## src/rtl/psp_test_monitor.sv

```systemverilog
// Memory-mapped test-status / watchdog device: LEDs, pass/fail reporting,
// cycle counter and kickable watchdog in a 16-byte bus window.
module psp_test_monitor #(
  parameter int                    ADDR_WIDTH     = 32,
  parameter int                    DATA_WIDTH     = 32,
  parameter logic [ADDR_WIDTH-1:0] BASE_ADDR      = 32'hFFFF_0000,
  parameter int                    LED_WIDTH      = 4,
  parameter int                    CNT_WIDTH      = 32,
  parameter int                    TIMEOUT_CYCLES = 1000
) (
  input  logic                  clk,
  input  logic                  reset,
  input  logic                  mem_req,
  input  logic                  mem_we,
  input  logic [ADDR_WIDTH-1:0] mem_addr,
  input  logic [DATA_WIDTH-1:0] mem_wdata,
  output logic                  hit,
  output logic                  mem_ready,
  output logic [DATA_WIDTH-1:0] mem_rdata,
  output logic [LED_WIDTH-1:0]  led,
  output logic                  done,
  output logic                  pass,
  output logic [DATA_WIDTH-2:0] fail_code,
  output logic                  timeout
);

  typedef enum logic [1:0] {S_RUN, S_PASS, S_FAIL, S_TIMEOUT} state_t;

  state_t                 state, state_nxt;
  logic [CNT_WIDTH-1:0]   cycle_cnt, wd_cnt, kick_cnt;
  logic [DATA_WIDTH-1:0]  rdata_mux;
  logic                   accept, wr_tohost, wr_led, wr_kick, finish, expire;
  logic                   unused_addr_lsbs;

  assign unused_addr_lsbs = &{1'b0, mem_addr[1:0]};

  assign hit       = (mem_addr[ADDR_WIDTH-1:4] == BASE_ADDR[ADDR_WIDTH-1:4]);
  assign accept    = mem_req && hit && !mem_ready;
  assign wr_tohost = accept && mem_we && (mem_addr[3:2] == 2'd0);
  assign wr_led    = accept && mem_we && (mem_addr[3:2] == 2'd1);
  assign wr_kick   = accept && mem_we && (mem_addr[3:2] == 2'd3);
  assign finish    = wr_tohost && mem_wdata[0];
  assign expire    = (wd_cnt == CNT_WIDTH'(TIMEOUT_CYCLES - 1));

  always_ff @(posedge clk or posedge reset) begin
    if (reset) state <= S_RUN;
    else       state <= state_nxt;
  end

  // A finishing TOHOST write outranks expiry; a kick in the expiry cycle cancels it.
  always_comb begin
    state_nxt = state;
    if (state == S_RUN) begin
      if (finish)
        state_nxt = (mem_wdata == DATA_WIDTH'(1)) ? S_PASS : S_FAIL;
      else if (expire && !wr_kick)
        state_nxt = S_TIMEOUT;
    end
  end

  always_comb begin
    done    = (state != S_RUN);
    pass    = (state == S_PASS);
    timeout = (state == S_TIMEOUT);
  end

  always_comb begin
    rdata_mux = '0;
    case (mem_addr[3:2])
      2'd1:    rdata_mux = DATA_WIDTH'(led);
      2'd2:    rdata_mux = DATA_WIDTH'(cycle_cnt);
      2'd3:    rdata_mux = DATA_WIDTH'(kick_cnt);
      default: rdata_mux = '0;
    endcase
  end

  always_ff @(posedge clk or posedge reset) begin
    if (reset) begin
      mem_ready <= 1'b0;
      mem_rdata <= '0;
      led       <= '0;
      fail_code <= '0;
      cycle_cnt <= '0;
      wd_cnt    <= '0;
      kick_cnt  <= '0;
    end else begin
      mem_ready <= accept;
      mem_rdata <= (accept && !mem_we) ? rdata_mux : '0;
      if (wr_led)
        led <= mem_wdata[LED_WIDTH-1:0];
      if (state == S_RUN && finish && mem_wdata != DATA_WIDTH'(1))
        fail_code <= mem_wdata[DATA_WIDTH-1:1];
      if (state == S_RUN && cycle_cnt != '1)
        cycle_cnt <= cycle_cnt + 1'b1;
      if (state == S_RUN)
        wd_cnt <= wr_kick ? '0 : wd_cnt + 1'b1;
      if (wr_kick && kick_cnt != '1)
        kick_cnt <= kick_cnt + 1'b1;
    end
  end

endmodule

```

## config.mk

```make
export PLATFORM = sky130hd
export DESIGN_NAME = psp_test_monitor
export DESIGN_NICKNAME = d
export VERILOG_FILES = /design/src/rtl/psp_test_monitor.sv
export SDC_FILE = /design/constraint.sdc
export NUM_CORES = 1
export LEC_CHECK = 0
export ABC_AREA = 1
export CAP_MARGIN = 0
export CORE_MARGIN = 2
export CORE_UTILIZATION = 35
export CTS_CLUSTER_DIAMETER = 150
export CTS_CLUSTER_SIZE = 8
export DETAILED_ROUTE_END_ITERATION = 8
export GPL_TIMING_DRIVEN = 1
export PLACE_DENSITY = 0.57
export SLEW_MARGIN = 40
export SYNTH_ARGS = -nofsm -noshare
export SYNTH_HDL_FRONTEND = slang
export SYNTH_SLANG_ARGS = --single-unit
```

## constraint.sdc

```tcl
create_clock -name clk -period 17.13 [get_ports clk]
set_input_delay 4.2825 -clock clk [delete_from_list [all_inputs] [get_ports clk]]
set_output_delay 4.2825 -clock clk [all_outputs]
set_load 0.02 [all_outputs]
```

==> metrics.cfg <==
[outcome]
status=completed

[cts]
ctsLongestPathBuffers=2
worst_setup_hold_path_clk_slew_ns=0.07
post_cts_resized=0
ctsHoldBuffers=0
tritoncts=done
insertion_delay_ns=0.44
cts-buffers-inserted=17
clockRootBuffer=sky130_fd_sc_hd__clkbuf_16
post-cts-setup-buffers=0
numClockSinks=166
cts_max_level=4

[worst_setup_path]
critPathCaptureType=output pin
worst_r2r_path_depth=10
critPathKind=in -> out
critPathLaunch=mem_addr[21]
worst-endpoint-required_ns=12.85
highest_fanout_seen_on_the_critical_path=4
reg2reg_to=cycle_cnt[29]$_DFFE_PP0P_
timing.rr.start=cycle_cnt[0]$_DFFE_PP0P_
cp-start-kind=primary input
rrSetupSlack_ns=14.43
cp_data_arrival_time_ns=5.97

[logic_synthesis]
synth.yosys.seq_area_share=0.456
postSynthNetCount=1287
post_synth_main_area_contributors=sky130_fd_sc_hd__dfrtp_1, sky130_fd_sc_hd__nand2_1, sky130_fd_sc_hd__nor2_1
total_of_flip_flops_plus_latches_after_synthesis=166
synth.largest_area_cell=sky130_fd_sc_hd__dfrtp_1
postSynth.asyncResetShare=1.00
post_synth_num_cell_types=38
yosysWarnings=0
synth_largest_type_area_fraction=0.456
postSynth.topFlopCell=sky130_fd_sc_hd__dfrtp_1
postSynthAreaPerCell_sq_um=7.49
mappedNetlistArea_sq_mm=0.00911
synth-edff-count=0
synthCells=1216

[worst_hold_path]
timing.hold.worst.start=fail_code[28]$_DFFE_PP0P_
worst_hold_path.num_cells=2
min-delay-path-class=reg -> reg
holdPathEnd=fail_code[28]$_DFFE_PP0P_

[sta]
timing_max_transition_violations_final=0
finalCritPeriodShare=0.599
final_setup_skew_ns=0.0127
hold_violations=0
worst_slew_pin_slew_ns=0.763
maxSlewHeadroom=0.490
postLayoutSetupSlackWorst_ns=6.87
timing.final.setup_violations=0
final.hold.worst_slack_ns=0.474
period_minus_slack_ns=10.26
fmaxAchievable_mhz=97.5
totalNegativeSetupSlack_ns=0
grt_setup_unrepaired=no

[power_and_ir_drop]
power.ir.vdd_worst_mv=0.0672
total_leakage_power_uw=0.00510
power-per-cell-area_mw_per_mm2=73.7

[floorplanning]
fp.coreArea_sq_mm=0.0258
floorplan.io_pins=140
floorplan.initialDensity=0.353
std_cell_rows=59
fp.dieH_um=165
die_w_um=165
die_area_sq_mm=0.0273

[final_layout]
final_cells=1690
synthToLayoutAreaGrowth_pct=24.7
layout-drive-gt1-share=0.0620
design.final.nets=1412

[global_routing]
initial_antenna_violation_count=1
grt_start_max_net_pins=58
grt_pass1_wl_um=42800
first_global_vias=7944
grt_remaining_overflow=0
grt_use_total=0.200

[job]
max_cap_violations=0

[placement]
place_congestion=0.925
buffer_ports.inserted=137
post-place-cells=1657
hpwlAfterDp_um=19200
pre_cts_slack_ns=6.85

[route]
met2_wirelength_um=12200
route.antenna.remaining_nets=0
detail_route.wl_per_cell_um=15.6
route.detailed.vias_per_inst=4.85
dr_total_vias=8202
maxUsedRoutingLayer=met4
detail_route.wirelength_um=26300
drt-initial-drc-count=643
number_of_drc_violations_after_detailed_routing=0
drt_first_pass_iters=5
wirelength_met1_um=12300
routed-wl-met3_um=1490

[cell type report]
cell class,count,area (sq um)
Fill cell,2681,14500
Timing Repair Buffer,142,1420
Tap cell,335,419
Sequential cell,166,4150
Clock buffer,18,439
Multi-Input combinational cell,915,4370
Inverter,99,377
Clock inverter,14,189
Antenna cell,1,2.50
[worst max-delay path, stage by stage]
cell	delay [ns]
sky130_fd_sc_hd__clkdlybuf4s50_1	0.45
sky130_fd_sc_hd__nand2_1	0.05
sky130_fd_sc_hd__nor2_1	0.13
sky130_fd_sc_hd__nand3_2	0.15
sky130_fd_sc_hd__nor2_4	0.25
sky130_fd_sc_hd__clkdlybuf4s50_1	0.65
[logic make-up (layout without fill, tap and decap cells)]
| group | after synthesis | in the layout | share of synthesized area |
|---|---|---|---|
| other | 0 | 1 | 0 |
| AND/OR/NAND/NOR | 786 | 786 | 0.378 |
| buffers and inverters | 135 | 273 | 0.0649 |
| adder cells (fa/ha/maj) | 3 | 3 | 0.00412 |
| flip-flops | 166 | 166 | 0.456 |
| AO/OA/AOI/OAI | 62 | 62 | 0.0353 |
| XOR/XNOR | 64 | 64 | 0.0615 |
[metrics by stage]
stage | cell area, sq um | util | power, uW
3_5_place_dp | 10700 | 0.415 | 431
6_report | 11400 | 0.440 | 837
2_1_floorplan | 9110 | - | 410
5_1_grt | 11400 | 0.440 | 866
3_3_place_gp | 10700 | 0.415 | 431
4_1_cts | 11400 | 0.439 | 847
[power by group]
| part | internal, uW | total (uW) | switching (uW) |
|---|---|---|---|
| Combinational | 15.0 | 31.5 | 16.5 |
| Clock | 237 | 414 | 177 |
| Sequential | 392 | 392 | 0.000000336 |
[flip-flops by register name, summed over array words and instances (netlist names)]
| register | flops |
|---|---|
| cycle_cnt | 32 |
| fail_code | 31 |
| kick_cnt | 32 |
| led | 4 |
| mem_rdata | 32 |
| mem_ready | 1 |
| state | 2 |
| wd_cnt | 32 |
[synth_stat cells (9+ instances only)]
cell type	number
sky130_fd_sc_hd__xor2_1	50
sky130_fd_sc_hd__nand4_1	21
sky130_fd_sc_hd__inv_1	95
sky130_fd_sc_hd__nand2_1	425
sky130_fd_sc_hd__nor2_1	152
sky130_fd_sc_hd__nand3_1	94
sky130_fd_sc_hd__o21ai_1	15
sky130_fd_sc_hd__nor3_1	38
sky130_fd_sc_hd__nor2_2	10
sky130_fd_sc_hd__clkbuf_1	9
sky130_fd_sc_hd__buf_2	11
sky130_fd_sc_hd__a21oi_1	37
sky130_fd_sc_hd__dfrtp_1	166
sky130_fd_sc_hd__xnor2_1	14
[how the worst max path moves through the flow]
stage	end	slack, ns	depth (start not counted)
after floorplan	hit	8.01	5
after global placement	hit	6.86	6
after detailed placement	hit	6.85	6
after CTS	hit	6.85	6
after global routing	hit	6.74	7
final	hit	6.87	6
[placed cells by master, fill, tap and decap left out, types with 2 or more instances in the layout]
master and instances:
sky130_fd_sc_hd__nand2_1 425, sky130_fd_sc_hd__nor3b_1 5, sky130_fd_sc_hd__clkbuf_16 17, sky130_fd_sc_hd__inv_2 6, sky130_fd_sc_hd__nor4_1 5, sky130_fd_sc_hd__nor3_2 3, sky130_fd_sc_hd__clkdlybuf4s50_1 137, sky130_fd_sc_hd__nand2_2 7
sky130_fd_sc_hd__nor2_4 7, sky130_fd_sc_hd__nand3_2 4, sky130_fd_sc_hd__o22ai_1 3, sky130_fd_sc_hd__o21ai_0 5, sky130_fd_sc_hd__o21ai_1 15, sky130_fd_sc_hd__nor3_4 2, sky130_fd_sc_hd__nor2_1 152, sky130_fd_sc_hd__buf_4 3
sky130_fd_sc_hd__inv_6 6, sky130_fd_sc_hd__dfrtp_1 166, sky130_fd_sc_hd__nor2_2 10, sky130_fd_sc_hd__nand4_1 21, sky130_fd_sc_hd__bufinv_16 3, sky130_fd_sc_hd__buf_6 2, sky130_fd_sc_hd__inv_1 92, sky130_fd_sc_hd__xnor2_1 14
sky130_fd_sc_hd__nor3_1 38, sky130_fd_sc_hd__clkinv_4 3, sky130_fd_sc_hd__a21oi_1 37, sky130_fd_sc_hd__nand3_1 94, sky130_fd_sc_hd__xor2_1 50, sky130_fd_sc_hd__nand3b_1 6, sky130_fd_sc_hd__ha_1 3
[metal layers]
metal,up-vias,track usage
li1,4093,-
met1,3866,0.274
met2,218,0.326
met3,25,0.0460
met4,0,0.0411
met5,-,0
No activity file was read; power rests on OpenSTA's default activity.
